$ cat src/rtl/uart_burst_sys_ctrl.sv
// UART command bridge: single/burst memory read/write plus CPU reset control.
// Define UART_CSUM_EN to add burst checksum bytes and write acknowledges.
//
//   state | meaning
//   IDLE  | waiting for a command byte
//   ADDR  | collecting address bytes, MSB first
//   LEN   | collecting burst length byte (L+1 data bytes)
//   WDATA | waiting for the next write data byte
//   MWR   | mem_we pulse cycle, advance address
//   MRD   | issue mem_re
//   RWAIT | read latency countdown, capture mem_rdata
//   TXS   | wait for transmitter idle, pulse tx_start
//   TXW   | wait for tx_done
//   CSUM  | burst checksum: receive/compare (write) or send (read)
module uart_burst_sys_ctrl #(
  parameter int ADDR_BYTES  = 2,
  parameter int RD_LAT      = 1,
  parameter int TIMEOUT_CYC = 65535
) (
  input  logic                    clk,
  input  logic                    rst,
  input  logic                    rx_valid,
  input  logic [7:0]              rx_data,
  output logic                    tx_start,
  output logic [7:0]              tx_data,
  input  logic                    tx_active,
  input  logic                    tx_done,
  output logic [8*ADDR_BYTES-1:0] mem_addr,
  output logic [7:0]              mem_wdata,
  output logic                    mem_we,
  output logic                    mem_re,
  input  logic [7:0]              mem_rdata,
  output logic                    cpu_rst,
  output logic                    busy,
  output logic                    err
);

  localparam int ADDR_W = 8 * ADDR_BYTES;
  localparam int TMO_W  = (TIMEOUT_CYC > 1) ? $clog2(TIMEOUT_CYC) : 1;
  localparam int AC_W   = (ADDR_BYTES > 1) ? $clog2(ADDR_BYTES) : 1;
  localparam logic [TMO_W-1:0] TMO_LOAD = TMO_W'(TIMEOUT_CYC - 1);

  typedef enum logic [3:0] {
    IDLE, ADDR, LEN, WDATA, MWR, MRD, RWAIT, TXS, TXW
`ifdef UART_CSUM_EN
    , CSUM
`endif
  } state_t;

  state_t            state_q, state_d;
  logic              wr_q, wr_d, burst_q, burst_d;
  logic [ADDR_W-1:0] addr_q, addr_d;
  logic [AC_W-1:0]   acnt_q, acnt_d;
  logic [7:0]        len_q, len_d;
  logic [TMO_W-1:0]  tmo_q, tmo_d;
  logic [2:0]        lat_q, lat_d;
  logic              tx_start_q, tx_start_d, mem_we_q, mem_we_d, mem_re_q, mem_re_d;
  logic [7:0]        tx_data_q, tx_data_d, mem_wdata_q, mem_wdata_d;
  logic              err_q, err_d, cpu_rst_q, cpu_rst_d, busy_q, busy_d;
  logic              awaiting;
`ifdef UART_CSUM_EN
  logic [7:0]        csum_q, csum_d;
  logic              ack_q, ack_d;
`endif

  always_comb begin
    state_d     = state_q;
    wr_d        = wr_q;
    burst_d     = burst_q;
    addr_d      = addr_q;
    acnt_d      = acnt_q;
    len_d       = len_q;
    lat_d       = lat_q;
    tx_data_d   = tx_data_q;
    mem_wdata_d = mem_wdata_q;
    cpu_rst_d   = cpu_rst_q;
    tx_start_d  = 1'b0;
    mem_we_d    = 1'b0;
    mem_re_d    = 1'b0;
    err_d       = 1'b0;
`ifdef UART_CSUM_EN
    csum_d      = csum_q;
    ack_d       = ack_q;
`endif
    awaiting = (state_q == ADDR) || (state_q == LEN) || (state_q == WDATA);
`ifdef UART_CSUM_EN
    if (state_q == CSUM && wr_q) awaiting = 1'b1;
`endif
    // Idle-byte timer restarts whenever a byte is taken or we are not listening.
    tmo_d = (awaiting && !rx_valid) ? tmo_q - TMO_W'(1) : TMO_LOAD;

    case (state_q)
      IDLE: if (rx_valid) begin
        case (rx_data)
          8'h02, 8'h03, 8'h04, 8'h05: begin
            wr_d    = ~rx_data[0];
            burst_d = rx_data[2];
            acnt_d  = AC_W'(ADDR_BYTES - 1);
            len_d   = 8'd0;
`ifdef UART_CSUM_EN
            csum_d  = 8'd0;
            ack_d   = 1'b0;
`endif
            state_d = ADDR;
          end
          8'h06:   cpu_rst_d = 1'b1;
          8'h07:   cpu_rst_d = 1'b0;
          default: err_d = 1'b1;
        endcase
      end
      ADDR: if (rx_valid) begin
        addr_d = (addr_q << 8) | ADDR_W'(rx_data);
        if (acnt_q == '0) state_d = burst_q ? LEN : (wr_q ? WDATA : MRD);
        else acnt_d = acnt_q - AC_W'(1);
      end
      LEN: if (rx_valid) begin
        len_d   = rx_data;
        state_d = wr_q ? WDATA : MRD;
      end
      WDATA: if (rx_valid) begin
        mem_wdata_d = rx_data;
        mem_we_d    = 1'b1;
`ifdef UART_CSUM_EN
        csum_d      = csum_q ^ rx_data;
`endif
        state_d     = MWR;
      end
      MWR: begin
        addr_d = addr_q + ADDR_W'(1);
        if (len_q == 8'd0) begin
          state_d = IDLE;
`ifdef UART_CSUM_EN
          if (burst_q) state_d = CSUM;
`endif
        end else begin
          len_d   = len_q - 8'd1;
          state_d = WDATA;
        end
      end
      MRD: begin
        mem_re_d = 1'b1;
        lat_d    = 3'(RD_LAT);
        state_d  = RWAIT;
      end
      // lat_q reaches zero exactly RD_LAT cycles after the mem_re cycle.
      RWAIT: if (lat_q == 3'd0) begin
        tx_data_d = mem_rdata;
`ifdef UART_CSUM_EN
        csum_d    = csum_q ^ mem_rdata;
`endif
        state_d   = TXS;
      end else begin
        lat_d = lat_q - 3'd1;
      end
      TXS: if (!tx_active) begin
        tx_start_d = 1'b1;
        state_d    = TXW;
      end
      TXW: if (tx_done) begin
        if (len_q == 8'd0) begin
          state_d = IDLE;
`ifdef UART_CSUM_EN
          if (burst_q && !ack_q) state_d = CSUM;
`endif
        end else begin
          len_d   = len_q - 8'd1;
          addr_d  = addr_q + ADDR_W'(1);
          state_d = MRD;
        end
      end
`ifdef UART_CSUM_EN
      CSUM: begin
        if (wr_q) begin
          if (rx_valid) begin
            tx_data_d = (rx_data == csum_q) ? 8'hAA : 8'h55;
            err_d     = (rx_data != csum_q);
            ack_d     = 1'b1;
            state_d   = TXS;
          end
        end else begin
          tx_data_d = csum_q;
          ack_d     = 1'b1;
          state_d   = TXS;
        end
      end
`endif
      default: state_d = IDLE;
    endcase

    if (awaiting && !rx_valid && tmo_q == '0) begin
      state_d = IDLE;
      err_d   = 1'b1;
    end
    busy_d = (state_d != IDLE);
  end

  always_ff @(posedge clk or posedge rst) begin
    if (rst) begin
      state_q     <= IDLE;
      wr_q        <= 1'b0;
      burst_q     <= 1'b0;
      addr_q      <= '0;
      acnt_q      <= '0;
      len_q       <= 8'd0;
      tmo_q       <= '0;
      lat_q       <= 3'd0;
      tx_start_q  <= 1'b0;
      tx_data_q   <= 8'd0;
      mem_wdata_q <= 8'd0;
      mem_we_q    <= 1'b0;
      mem_re_q    <= 1'b0;
      err_q       <= 1'b0;
      cpu_rst_q   <= 1'b1;
      busy_q      <= 1'b0;
`ifdef UART_CSUM_EN
      csum_q      <= 8'd0;
      ack_q       <= 1'b0;
`endif
    end else begin
      state_q     <= state_d;
      wr_q        <= wr_d;
      burst_q     <= burst_d;
      addr_q      <= addr_d;
      acnt_q      <= acnt_d;
      len_q       <= len_d;
      tmo_q       <= tmo_d;
      lat_q       <= lat_d;
      tx_start_q  <= tx_start_d;
      tx_data_q   <= tx_data_d;
      mem_wdata_q <= mem_wdata_d;
      mem_we_q    <= mem_we_d;
      mem_re_q    <= mem_re_d;
      err_q       <= err_d;
      cpu_rst_q   <= cpu_rst_d;
      busy_q      <= busy_d;
`ifdef UART_CSUM_EN
      csum_q      <= csum_d;
      ack_q       <= ack_d;
`endif
    end
  end

  assign tx_start  = tx_start_q;
  assign tx_data   = tx_data_q;
  assign mem_addr  = addr_q;
  assign mem_wdata = mem_wdata_q;
  assign mem_we    = mem_we_q;
  assign mem_re    = mem_re_q;
  assign cpu_rst   = cpu_rst_q;
  assign busy      = busy_q;
  assign err       = err_q;

endmodule

$ cat config.mk
export PLATFORM = sky130hd
export DESIGN_NAME = uart_burst_sys_ctrl
export DESIGN_NICKNAME = d
export VERILOG_FILES = /design/src/rtl/uart_burst_sys_ctrl.sv
export SDC_FILE = /design/constraint.sdc
export NUM_CORES = 1
export LEC_CHECK = 0
export ABC_CLOCK_PERIOD_IN_PS = 6000
export CAP_MARGIN = 20
export CORE_MARGIN = 8
export CORE_UTILIZATION = 30
export DETAILED_ROUTE_END_ITERATION = 10
export PLACE_DENSITY = 0.61
export SLEW_MARGIN = 25
export SYNTH_ARGS = -nofsm -noshare
export SYNTH_HDL_FRONTEND = slang
export SYNTH_SLANG_ARGS = --single-unit
export TNS_END_PERCENT = 5
$ cat constraint.sdc
create_clock -name clk -period 6 [get_ports clk]
set_input_delay 1.2 -clock clk [delete_from_list [all_inputs] [get_ports clk]]
set_output_delay 1.2 -clock clk [all_outputs]
set_load 0.005 [all_outputs]
==> results by group, run 1 <==
Outcome
  – Status: finished, final reports clean

Cells and area
  – Fraction of layout cells with a size suffix above 1: between 10% and 20%
  – Finished Cell Area: roughly 4800 um^2
  – Most frequent cells in the layout: dfrtp_1, clkdlybuf4s50_1, nand2_1
  – Post-route core utilization: roughly 39%
  – Antenna diodes: 0
  – Syn-to-layout area delta: 27.7%
  – # nets final: 473
  – Most common cell after layout, fill and taps aside: dfrtp_1

Clock tree
  – Max Root-Sink Buffers: 2
  – Hold Buf Count CTS: 0
  – Clock Latency Late Sink: 0.34 ns
  – CTS tree: done
  – Clock sink count: 72
  – CTS H-Tree Depth: 3
  – Clock Pin Slew Worst Setup and Hold Paths: 0.06 ns
  – Inserted Clock Buffers: 9
  – Postcts setup bufs: 0
  – Post-CTS Resized: 0
  – Clk root buf: clkbuf_16

Setup path
  – Worst r2r src: len_q[0]
  – Top delay family on crit path: buffers and inverters
  – Critical Path Max Stage Delay: between 0.6 and 0.7 ns
  – Crit Path Max Fanout: 21
  – Critical Path AT: approximately 3.5 ns
  – Required time of the critical path: between 6 and 7 ns
  – CP max stage cell: clkdlybuf4s50_1
  – CP startpoint kind: input pin
  – Reg2reg end: len_q[5]
  – Worst path buffer plus inverter count: 2
  – Type of the worst setup path: in2reg
  – R2R Setup Slk: 3.44 ns
  – Worst R2R Path Depth: 7
  – Element type at the critical path end: register
  – Cell Chain, Critical Path: clkdlybuf4s50_1 -> or3b_2 -> mux2_2 -> a211oi_2 -> buf_4 -> o21ai_0 -> a22o_1

Timing
  – Final-report setup violation count: 0
  – Slew margin rel.: 36.1%
  – Final Cycle Share: between 50% and 60%
  – Setup TNS: 0 ns
  – Max Freq: 308 MHz
  – PnR worst setup slack: 2.75 ns
  – Worst-Margin Slew: approximately 0.95 ns
  – Final hold violation count: 0
  – Max-slew violations: 0
  – Fin crit period: roughly 3.3 ns
  – RSZ-0062 raised after global routing: no
  – Final Skew: between 0.008 and 0.009 ns

Hold path
  – Worst Hold Depth: 2
  – HP Class: reg2reg
  – Hold path start: cpu_rst
  – Hold Path Sink: cpu_rst

Logic synthesis
  – Synth unique cells: between 50 and 60
  – Number of flops mapped to enable cells by yosys: 0
  – #FFs+latches synth: 72
  – Mapped Cells: slightly below 400
  – Post-synth net total: 421
  – Seq/Total Area, Yosys: between 40% and 50%
  – Main synth FF type: dfrtp_1
  – Syn Area/Cell: ~9.5 um^2
  – Post-synthesis async set-or-reset flop share: 100%
  – Mapped cell area: ~3800 um^2
  – Yosys synthesis warning count: 0

Routing
  – WL final: between 9 and 10 mm
  – Initial drt markers: around 170
  – Post-DRT Antenna Nets: 0
  – Vias: 3143
  – Drt wl/cell: about 15 um
  – Drt drc: 0
  – Vias/cell: between 5 and 6
  – Total iterations of the first detailed-routing run: 4

Die
  – Starting Density: 30.3%
  – Die height: between 100 and 150 um
  – # rows: 41
  – Core area: approximately 12000 um^2
  – IO Pins: roughly 60
  – Die area: roughly 16000 um^2
  – Die width: approximately 130 um

Global routing
  – Vias in the first global route: between 3000 and 4000
  – Initial antenna violation count: 0
  – Gr busiest metal: met2
  – GR Overflow Total: 0
  – Met2 Usage GRT: 18.6%
  – Met3 Resource Use GR: under 10%
  – First-pass GRT wire length: 15.9 mm
  – GRT met1 Usage: ~15%
  – Largest net degree at the start of global routing: 73
  – All-layer global routing usage: between 10% and 20%

Power
  – Leakage: 0.00188 uW
  – Pwr Density: slightly below 500 nW/um^2
  – Maximum VDD drop: 0.000245 V

Job
  – Max_cap viols: 0

Placement
  – Number of port buffers: 58
  – Placed cell area: 4500 um^2
  – Hpwl dp: between 6 and 7 mm
  – Global placement routability congestion: around 0.8
  – Pre-CTS setup slack: ~2.4 ns
Yosys cell counts, types with 6 or more instances:
library cell	n	area share, %
mux2_2	18	5.4
a21oi_1	26	3.5
inv_1	17	1.7
nand2_1	38	3.8
dfrtp_1	71	47
nor2_1	38	3.8
nand2b_1	6	1.0
a32oi_1	6	1.4
nor3_1	11	1.5
clkbuf_1	14	1.4
nand3_1	14	1.9
o21ai_0	35	4.7
xnor2_1	8	1.9
stage by stage:
| step | instances | power (uW) | hold slack (ns) |
|---|---|---|---|
| floorplan | 395 | 1410 | 0.457 |
| global route | 624 | 2530 | 0.490 |
| global placement | 608 | 1780 | 0.468 |
| CTS | 624 | 2370 | 0.480 |
| detailed placement | 608 | 1810 | 0.471 |
| finish | 624 | 2350 | 0.473 |
sequential cells by signal, summed over array words and instances, names as in the netlist, 3 cells and up:
register	flops
lat_q	3
tmo_q	16
mem_addr	16
len_q	8
mem_wdata	8
state_q	4
tx_data	8
cell families after synthesis:
logic type               share of synthesized area, %
AND/OR/NAND/NOR                                  18.6
adder cells (fa/ha/maj)                          1.66
multiplexers                                     5.91
AO/OA/AOI/OAI                                    19.0
buffers and inverters                            4.15
XOR/XNOR                                         2.79
flip-flops                                       47.9
layout make-up:
cell class	instances	area, um^2
fill	1270	7600
multi-input combinational	287	1830
sequential	72	1800
timing repair buffer	60	599
clock buffer	14	264
tap	172	215
inverter	17	63.8
clock inverter	2	37.5
metal layers:
layer	share of wire (%)	wire length (um)
met2	47	4420
met4	1.5	142
met5	0	0
met3	6.2	587
met1	45	4270
where the power goes:
part / switching, uW / leakage (uW) / internal, uW
Combinational: 486 / 0.000904 / 490
Clock: 202 / 0.000143 / 345
Sequential: 175 / 0.000837 / 649
worst register-to-register path, cell delays in order, from the launching register on:
cell,delay [ns]
dfrtp_1,0.39
inv_1,0.11
ha_1,0.21
nor4b_2,0.52
a211oi_1,0.15
o211ai_1,0.80
o21ai_0,0.19
o21ai_0,0.11
how the worst max path moves through the flow:
stage,endpoint,cells after the start,startpoint,slack (ns)
2_1_floorplan,acnt_q,1,rst,2.98
3_3_place_gp,mem_addr[9],7,rx_valid,2.43
3_5_place_dp,mem_addr[9],7,rx_valid,2.38
4_1_cts,mem_addr[5],7,rx_valid,2.75
5_1_grt,mem_addr[5],7,rx_valid,2.68
6_report,mem_addr[9],7,rx_valid,2.75
(Power assumes the default switching activity.)
==> run 2: changes to the inputs <==
--- a/config.mk
+++ b/config.mk
@@ -5,12 +5,12 @@
 export SDC_FILE = /design/constraint.sdc
 export NUM_CORES = 1
 export LEC_CHECK = 0
-export ABC_CLOCK_PERIOD_IN_PS = 6000
+export ABC_CLOCK_PERIOD_IN_PS = 2900
 export CAP_MARGIN = 20
 export CORE_MARGIN = 8
 export CORE_UTILIZATION = 30
 export DETAILED_ROUTE_END_ITERATION = 10
-export PLACE_DENSITY = 0.61
+export PLACE_DENSITY = 0.62
 export SLEW_MARGIN = 25
 export SYNTH_ARGS = -nofsm -noshare
 export SYNTH_HDL_FRONTEND = slang
==> constraint.sdc (replaced) <==
create_clock -name clk -period 2.9 [get_ports clk]
set_input_delay 0.58 -clock clk [delete_from_list [all_inputs] [get_ports clk]]
set_output_delay 0.58 -clock clk [all_outputs]
set_load 0.005 [all_outputs]
==> results by group, run 2 (synthesized netlist as in run 1, its figures left out) <==
Timing
  – Worst-Margin Slew: roughly 0.85 ns
  – Slew margin rel.: between 40% and 50%
  – RSZ-0062 raised after global routing: no
  – Final hold violation count: 0
  – Final Skew: 0.00671 ns
  – PnR worst setup slack: 0.434 ns
  – Max-slew violations: 0
  – Max Freq: roughly 400 MHz
  – Final-report setup violation count: 0
  – Fin crit period: about 2.5 ns
  – Setup TNS: 0 ns
  – Final Cycle Share: between 80% and 90%

Die
  – Core area: 12400 um^2
  – # rows: 41
  – Die height: between 100 and 150 um
  – Die area: 16400 um^2
  – Starting Density: between 30% and 40%
  – Die width: 128 um
  – IO Pins: 59

Clock tree
  – Post-CTS Resized: 0
  – Clock Pin Slew Worst Setup and Hold Paths: approximately 0.06 ns
  – Clock sink count: 72
  – Inserted Clock Buffers: 9
  – Postcts setup bufs: 0
  – Clk root buf: clkbuf_16
  – CTS H-Tree Depth: 3
  – Max Root-Sink Buffers: 2
  – Hold Buf Count CTS: 0
  – CTS tree: done
  – Clock Latency Late Sink: 0.34 ns

Hold path
  – HP Class: reg2reg
  – Hold path start: cpu_rst
  – Worst Hold Depth: 2
  – Hold Path Sink: cpu_rst

Power
  – Sw Share: between 30% and 40%
  – Psw: around 1800 uW
  – Maximum VDD drop: 0.000405 V
  – Pint: ~3200 uW
  – Pwr Density: 1020 nW/um^2
  – Clock power share: a little under a quarter
  – Overall Power: roughly 5000 uW
  – Part of the power in registers: between 30% and 40%
  – Leakage: 0.00197 uW
  – Comb pwr share: a little over two fifths

Routing
  – Vias: between 3000 and 4000
  – Total iterations of the first detailed-routing run: 4
  – WL final: around 9.9 mm
  – Drt drc: 0
  – Drt wl/cell: about 16 um
  – Vias/cell: roughly 5
  – Initial drt markers: 181
  – Post-DRT Antenna Nets: 0

Setup path
  – R2R Setup Slk: between 0.4 and 0.5 ns
  – Top delay family on crit path: simple AND/OR/NAND/NOR gates
  – Required time of the critical path: between 3 and 4 ns
  – Worst path buffer plus inverter count: 1
  – Type of the worst setup path: reg2reg
  – Worst r2r src: tmo_q[0]
  – Critical Path Max Stage Delay: just over 0.5 ns
  – Crit Path Max Fanout: 5
  – Worst R2R Path Depth: 7
  – CP startpoint kind: register
  – Reg2reg end: busy
  – Cell Chain, Critical Path: inv_1 -> ha_1 -> nor3b_2 -> nand4b_1 -> o41ai_4 -> a41oi_2 -> or4_1
  – Element type at the critical path end: register
  – CP max stage cell: or4_1
  – Critical Path AT: 2.67 ns

Global routing
  – First-pass GRT wire length: around 16 mm
  – Largest net degree at the start of global routing: 34
  – Initial antenna violation count: 0
  – GR Overflow Total: 0
  – Vias in the first global route: 3153
  – All-layer global routing usage: about an eighth

Cells and area
  – Most frequent cells in the layout: dfrtp_1, clkdlybuf4s50_1, nand2_1
  – # fillers: 1276
  – Post-route core utilization: roughly two fifths
  – # nets final: 489
  – Fraction of layout cells with a size suffix above 1: ~14%
  – Antenna diodes: 0
  – Most common cell after layout, fill and taps aside: dfrtp_1
  – Syn-to-layout area delta: 31.1%
  – Finished Layout Cells: between 600 and 700

Outcome
  – Status: finished, final reports clean

Job
  – Max_cap viols: 0

Placement
  – Hpwl dp: roughly 7.2 mm
  – Global placement routability congestion: 0.818
  – Number of port buffers: 58
  – Pre-CTS setup slack: 0.154 ns
  – Placed cell count: approximately 620
==> run 2: worst max path at each step <==
stage,depth (start not counted),end,startpoint
3_5_place_dp,6,mem_addr[7],rx_valid
2_1_floorplan,1,acnt_q,rst
5_1_grt,7,busy,tmo_q[0]
3_3_place_gp,6,mem_addr[7],rx_valid
4_1_cts,7,busy,tmo_q[0]
6_report,7,busy,tmo_q[0]
==> run 2: routing by layer <==
metal | wire [um] | part of all wire [%] | GRT usage, %
met4 | 233 | 2.3 | 6.99
met5 | 0 | 0 | 0
met3 | 539 | 5.4 | 3.41
met1 | 4530 | 46 | 15.5
met2 | 4640 | 47 | 19.1
==> run 2: area by class of cell <==
type,count,area (um^2),area share [%]
clock buffer,11,233,4.71
clock inverter,5,81.3,1.65
inverter,17,63.8,1.29
multi-input combinational,287,1810,36.7
sequential,72,1800,36.5
tap,172,215,4.36
timing repair buffer,76,728,14.7
==> run 2: power by group through the flow <==
stage                     clock (uW)  combinational (uW)  sequential [uW]
after floorplan                    0                1310             1600
after global placement             0                2090             1690
after detailed placement           0                2140             1690
after CTS                       1200                2150             1690
after global routing            1250                2370             1750
final                           1180                2150             1690
==> run 2: worst min-delay path, cell delays in order, from the launching register on <==
cell and delay (ns):
dfstp_2 0.37, inv_1 0.04, mux2i_1 0.06
==> run 2: through the flow <==
step | hold WS (ns) | area, um^2
finish | 0.470 | 4940
global route | 0.490 | 4940
CTS | 0.476 | 4930
detailed placement | 0.466 | 4620
global placement | 0.466 | 4620
floorplan | 0.457 | 3770
